`src/rtl/fcs_check.sv`:
```
// Frame-check-sequence validator for the RMII receive dibit stream.
// Runs a CRC-32 over each frame (payload plus transmitted FCS) and issues a
// one-cycle pass/kill verdict once valid drops, plus wrap-around statistics.

// CRC-32 engine, two bits per clock, axiid[0] shifted in first.
// axiod is the complemented register, so a clean frame leaves the magic residue.
module crc32 (
  input  logic        clk,
  input  logic        rst,
  input  logic        axiiv,
  input  logic [1:0]  axiid,
  output logic [31:0] axiod
);

  localparam logic [31:0] Poly = 32'h04C1_1DB7;

  logic [31:0] lfsr_q;
  logic [31:0] lfsr_d;

  function automatic logic [31:0] crc_bit(input logic [31:0] c, input logic b);
    return {c[30:0], 1'b0} ^ ((c[31] ^ b) ? Poly : 32'h0);
  endfunction

  // Advance the LFSR by one dibit, earlier wire bit first
  always_comb begin
    lfsr_d = crc_bit(crc_bit(lfsr_q, axiid[0]), axiid[1]);
  end

  // Register holds while axiiv is low so the residue can be read after the frame
  always_ff @(posedge clk) begin
    if (rst) begin
      lfsr_q <= '1;
    end else if (axiiv) begin
      lfsr_q <= lfsr_d;
    end
  end

  assign axiod = ~lfsr_q;

endmodule

module fcs_check #(
  parameter logic [31:0] MAGIC      = 32'h38FB_2284,
  parameter int unsigned MIN_DIBITS = 256,
  parameter int unsigned CNT_W      = 16
) (
  input  logic             clk,
  input  logic             rst,
  input  logic             axiiv,
  input  logic [1:0]       axiid,
  output logic             done,
  output logic             kill,
  output logic [CNT_W-1:0] good_count,
  output logic [CNT_W-1:0] bad_count
);

  localparam logic [10:0] MinLen = 11'(MIN_DIBITS);

  typedef enum logic [1:0] {StIdle, StRecv, StGap, StDrop} state_e;

  state_e           state_q, state_d;
  logic [10:0]      cnt_q, cnt_d;
  logic             done_q, done_d;
  logic             kill_q, kill_d;
  logic [CNT_W-1:0] good_q, good_d;
  logic [CNT_W-1:0] bad_q, bad_d;
  logic             crc_clr;
  logic             crc_rst;
  logic [31:0]      crc_res;
  logic             frame_bad;

  assign crc_rst = rst | crc_clr;

  crc32 u_crc32 (
    .clk   (clk),
    .rst   (crc_rst),
    .axiiv (axiiv),
    .axiid (axiid),
    .axiod (crc_res)
  );

  // Residue, runt and partial-byte checks, evaluated in the cycle valid drops
  assign frame_bad = (crc_res != MAGIC) || (cnt_q < MinLen) || (cnt_q[1:0] != 2'b00);

  // Next-state, verdict and statistics update
  always_comb begin
    state_d = state_q;
    cnt_d   = cnt_q;
    done_d  = 1'b0;
    kill_d  = 1'b0;
    good_d  = good_q;
    bad_d   = bad_q;
    crc_clr = 1'b0;
    unique case (state_q)
      StIdle: begin
        if (axiiv) begin
          state_d = StRecv;
          cnt_d   = 11'd1;
        end else begin
          crc_clr = 1'b1;
        end
      end
      StRecv: begin
        if (axiiv) begin
          if (cnt_q != '1) begin
            cnt_d = cnt_q + 11'd1;
          end
        end else begin
          done_d  = 1'b1;
          kill_d  = frame_bad;
          state_d = StGap;
          if (frame_bad) begin
            bad_d = bad_q + CNT_W'(1);
          end else begin
            good_d = good_q + CNT_W'(1);
          end
        end
      end
      StGap: begin
        // Single-cycle gap; a frame starting here broke the inter-frame gap
        crc_clr = 1'b1;
        state_d = axiiv ? StDrop : StIdle;
      end
      StDrop: begin
        if (!axiiv) begin
          done_d  = 1'b1;
          kill_d  = 1'b1;
          bad_d   = bad_q + CNT_W'(1);
          state_d = StGap;
        end
      end
      default: state_d = StIdle;
    endcase
  end

  // State and output registers; reset overrides any pending verdict
  always_ff @(posedge clk) begin
    if (rst) begin
      state_q <= StIdle;
      cnt_q   <= '0;
      done_q  <= 1'b0;
      kill_q  <= 1'b0;
      good_q  <= '0;
      bad_q   <= '0;
    end else begin
      state_q <= state_d;
      cnt_q   <= cnt_d;
      done_q  <= done_d;
      kill_q  <= kill_d;
      good_q  <= good_d;
      bad_q   <= bad_d;
    end
  end

  assign done       = done_q;
  assign kill       = kill_q;
  assign good_count = good_q;
  assign bad_count  = bad_q;

endmodule

```
`config.mk`:
```
export PLATFORM = sky130hd
export DESIGN_NAME = fcs_check
export DESIGN_NICKNAME = d
export VERILOG_FILES = /design/src/rtl/fcs_check.sv
export SDC_FILE = /design/constraint.sdc
export NUM_CORES = 1
export LEC_CHECK = 0
export CAP_MARGIN = 20
export CELL_PAD_IN_SITES_DETAIL_PLACEMENT = 1
export CELL_PAD_IN_SITES_GLOBAL_PLACEMENT = 2
export CORE_ASPECT_RATIO = 2
export CORE_MARGIN = 2
export CORE_UTILIZATION = 31
export DETAILED_ROUTE_END_ITERATION = 7
export GPL_TIMING_DRIVEN = 0
export PLACE_DENSITY_LB_ADDON = 0.1
export SETUP_SLACK_MARGIN = 0.3
export SKIP_CTS_REPAIR_TIMING = 1
export SYNTH_ARGS = -nofsm -noshare
export SYNTH_HDL_FRONTEND = slang
export SYNTH_SLANG_ARGS = --single-unit
export TNS_END_PERCENT = 20
```
`constraint.sdc`:
```
create_clock -name clk -period 2.5 [get_ports clk]
set_input_delay 0.5 -clock clk [delete_from_list [all_inputs] [get_ports clk]]
set_output_delay 0.5 -clock clk [all_outputs]
set_load 0.02 [all_outputs]
```
==> out/metrics.yaml <==
timing:
  setup_tns_ns: -1.95
  maxSlewViolCount: 0
  clock-skew-final_ns: 0.00739
  hold_viol: 0
  fin_crit_sh: 1.08
  setup_viol: 16
  fin_ws_ns: -0.193
  worstMarginPinSlew_ns: 0.762
  fin_hold_ws_ns: 0.486
  relSlewSlack: 0.485
  fmax_mhz: 371
  final.min_clock_period_ns: 2.69
  rsz0062_at_grt: "true"
outcome:
  violations: "negative setup slack"
  status: "finished with violations"
setup_path:
  end_kind: "flip-flop"
  path_cells: "or4b_1 > or4_4 > or4_4 > buf_6 > or4_4 > a21oi_2"
  arrival_ns: 2.96
  path_delay_family: "simple AND/OR/NAND/NOR gates"
  critPathLaunchType: "flip-flop"
  cp_num_buf_inv: 1
  path_class: "reg -> reg"
  cp_max_fo: 10
  worst_path_most_repeated_cell: "or4_4"
  critPathSlowestCell: "or4_4"
  critPathMaxStageDelay_ns: 0.56
  worst_ep_required_time_ns: 2.76
power:
  p_total_w: 0.00273
  ir_drop_uv: 358
  p_leak_nw: 1.53
  power_density_nw_per_um2: 607
floorplanning:
  coreArea_um2: 11200
  initial_core_util: 0.315
  fp.dieW_um: 79.5
  std_cell_rows: 55
  die_h_um: 155
  ios: 39
  dieArea_um2: 12300
placed_design:
  post-place-ws_ns: -0.672
  place_hpwl_mm: 7.63
  place_congestion: 0.755
  dp.cells: 583
  io_buffer_count: 37
hold_path:
  hold_path_class: "reg -> reg"
final_layout:
  mostFrequentLayoutCells: "dfxtp_1, nand2_1, clkdlybuf4s50_1"
  synthToLayoutAreaGrowth_pct: 27.5
  drive_gt1_frac: 0.0779
  final_nets: 466
  seq_area_um2: 1580
  stdcell_count: 604
  diodes: 0
  nFillCells: 1303
  final_common_cell: "dfxtp_1"
  multi_input_area_um2: 1890
synthesis:
  netlist.area_leader.share: 0.448
  syn_area_per_cell_um2: 8.76
  synth_seq_cells: 79
  syn-instance-count: 403
  ys_top_cells_by_area: "dfxtp_1, nand2_1, mux2i_1"
  synthArstFlopShare: 0
  seq_area_frac_synth: 0.448
  synth-edff-count: 0
  synth_ff_type: "dfxtp_1"
  syn-num-nets: 412
  synth_top_area_cell: "dfxtp_1"
  syn_area_um2: 3530
  ys.warnings.count: 0
  yosysUniqueCellTypes: 38
global_routing:
  antenna_found_initial: 0
  gr-total-overflow: 0
  grt_max_degree: 13
  grt_pass1_vias: 3262
  track_usage: 0.173
  grt_pass1_wl_mm: 16.5
route:
  drc_errors: 0
  drt-total-wl_mm: 10.2
  met3_length_um: 190
  ant_nets: 0
  routed.top_layer: "met4"
  dr.pass1.iters: 4
  drtIter0Drc: 95
  wl_per_cell_um: 16.9
  vias_per_cell: 5.20
  via_count: 3139
  wl_met1_mm: 3.76
  wl_met2_mm: 6.07
cts:
  insertion_delay_ns: 0.33
  clkTransAtPathRegs_ns: 0.06
  cts.path.max_buffers: 2
  numCtsBuffers: 9
  cts.sinks: 79
  htree_levels: 3
  cts_tree: "yes"
  cts_root_buffer: "clkbuf_16"
job:
  max_cap_violations: 0
==> kinds of logic after synthesis <==
kind of cell,Yosys count,share of synthesized area
AO/OA/AOI/OAI,82,0.131
XOR/XNOR,32,0.0794
adder cells (fa/ha/maj),4,0.0142
buffers and inverters,27,0.0312
flip-flops,79,0.448
multiplexers,19,0.0539
AND/OR/NAND/NOR,160,0.242
==> registers in the layout, summed over array words and instances, names as in the netlist <==
register	count
bad_count	16
cnt_q	11
done	1
good_count	16
kill	1
state_q	2
u_crc32.lfsr_q	32
==> synth_stat cells (7+ instances only) <==
| master | number |
|---|---|
| nand3_1 | 20 |
| o21ai_0 | 30 |
| o31ai_1 | 14 |
| or3_1 | 17 |
| a21oi_1 | 31 |
| clkbuf_1 | 16 |
| mux2i_1 | 19 |
| or4_1 | 13 |
| nand2_1 | 54 |
| inv_1 | 7 |
| nand4_1 | 11 |
| dfxtp_1 | 79 |
| xnor2_1 | 16 |
| nor2_1 | 18 |
| xor2_1 | 16 |
==> area by class of cell <==
cell class	count	area share
multi-input combinational	297	0.420
sequential	79	0.352
timing repair buffer	43	0.0971
clock buffer	13	0.0578
tap	142	0.0395
buffer	20	0.0245
inverter	7	0.00584
clock inverter	3	0.00389
==> path summary, 6_finish.rpt <==
check	startpoint	end	slack (ns)	cells past startpoint
max reg2reg	u_crc32.lfsr_q[19]	good_count[8]	-0.19	6
min reg2reg	u_crc32.lfsr_q[19]	u_crc32.lfsr_q[19]	0.49	2
max	u_crc32.lfsr_q[19]	good_count[8]	-0.19	6
min	u_crc32.lfsr_q[19]	u_crc32.lfsr_q[19]	0.49	2
==> power by group <==
part	switching, W	internal [W]
Combinational	0.000113	0.0000800
Sequential	0.0000241	0.00128
Clock	0.000506	0.000724
Total	0.000643	0.00209
==> tightest hold or removal path, cell delays in order (launching register included) <==
cell and delay (ns):
dfxtp_2 0.34, mux2i_1 0.06, nand2_1 0.06
==> layer usage <==
| layer | vias up | GRT usage |
|---|---|---|
| met5 | - | 0 |
| met4 | 0 | 0.0567 |
| met3 | 10 | 0.0261 |
| met2 | 29 | 0.353 |
| met1 | 1547 | 0.167 |
| li1 | 1553 | - |
==> through the flow <==
step,cell area (um^2),utilization
after floorplan,3530,-
after global placement,4080,0.364
after detailed placement,4090,0.364
after CTS,4360,0.389
after global routing,4500,0.401
final,4500,0.401
No activity file was read; power rests on OpenSTA's default activity.
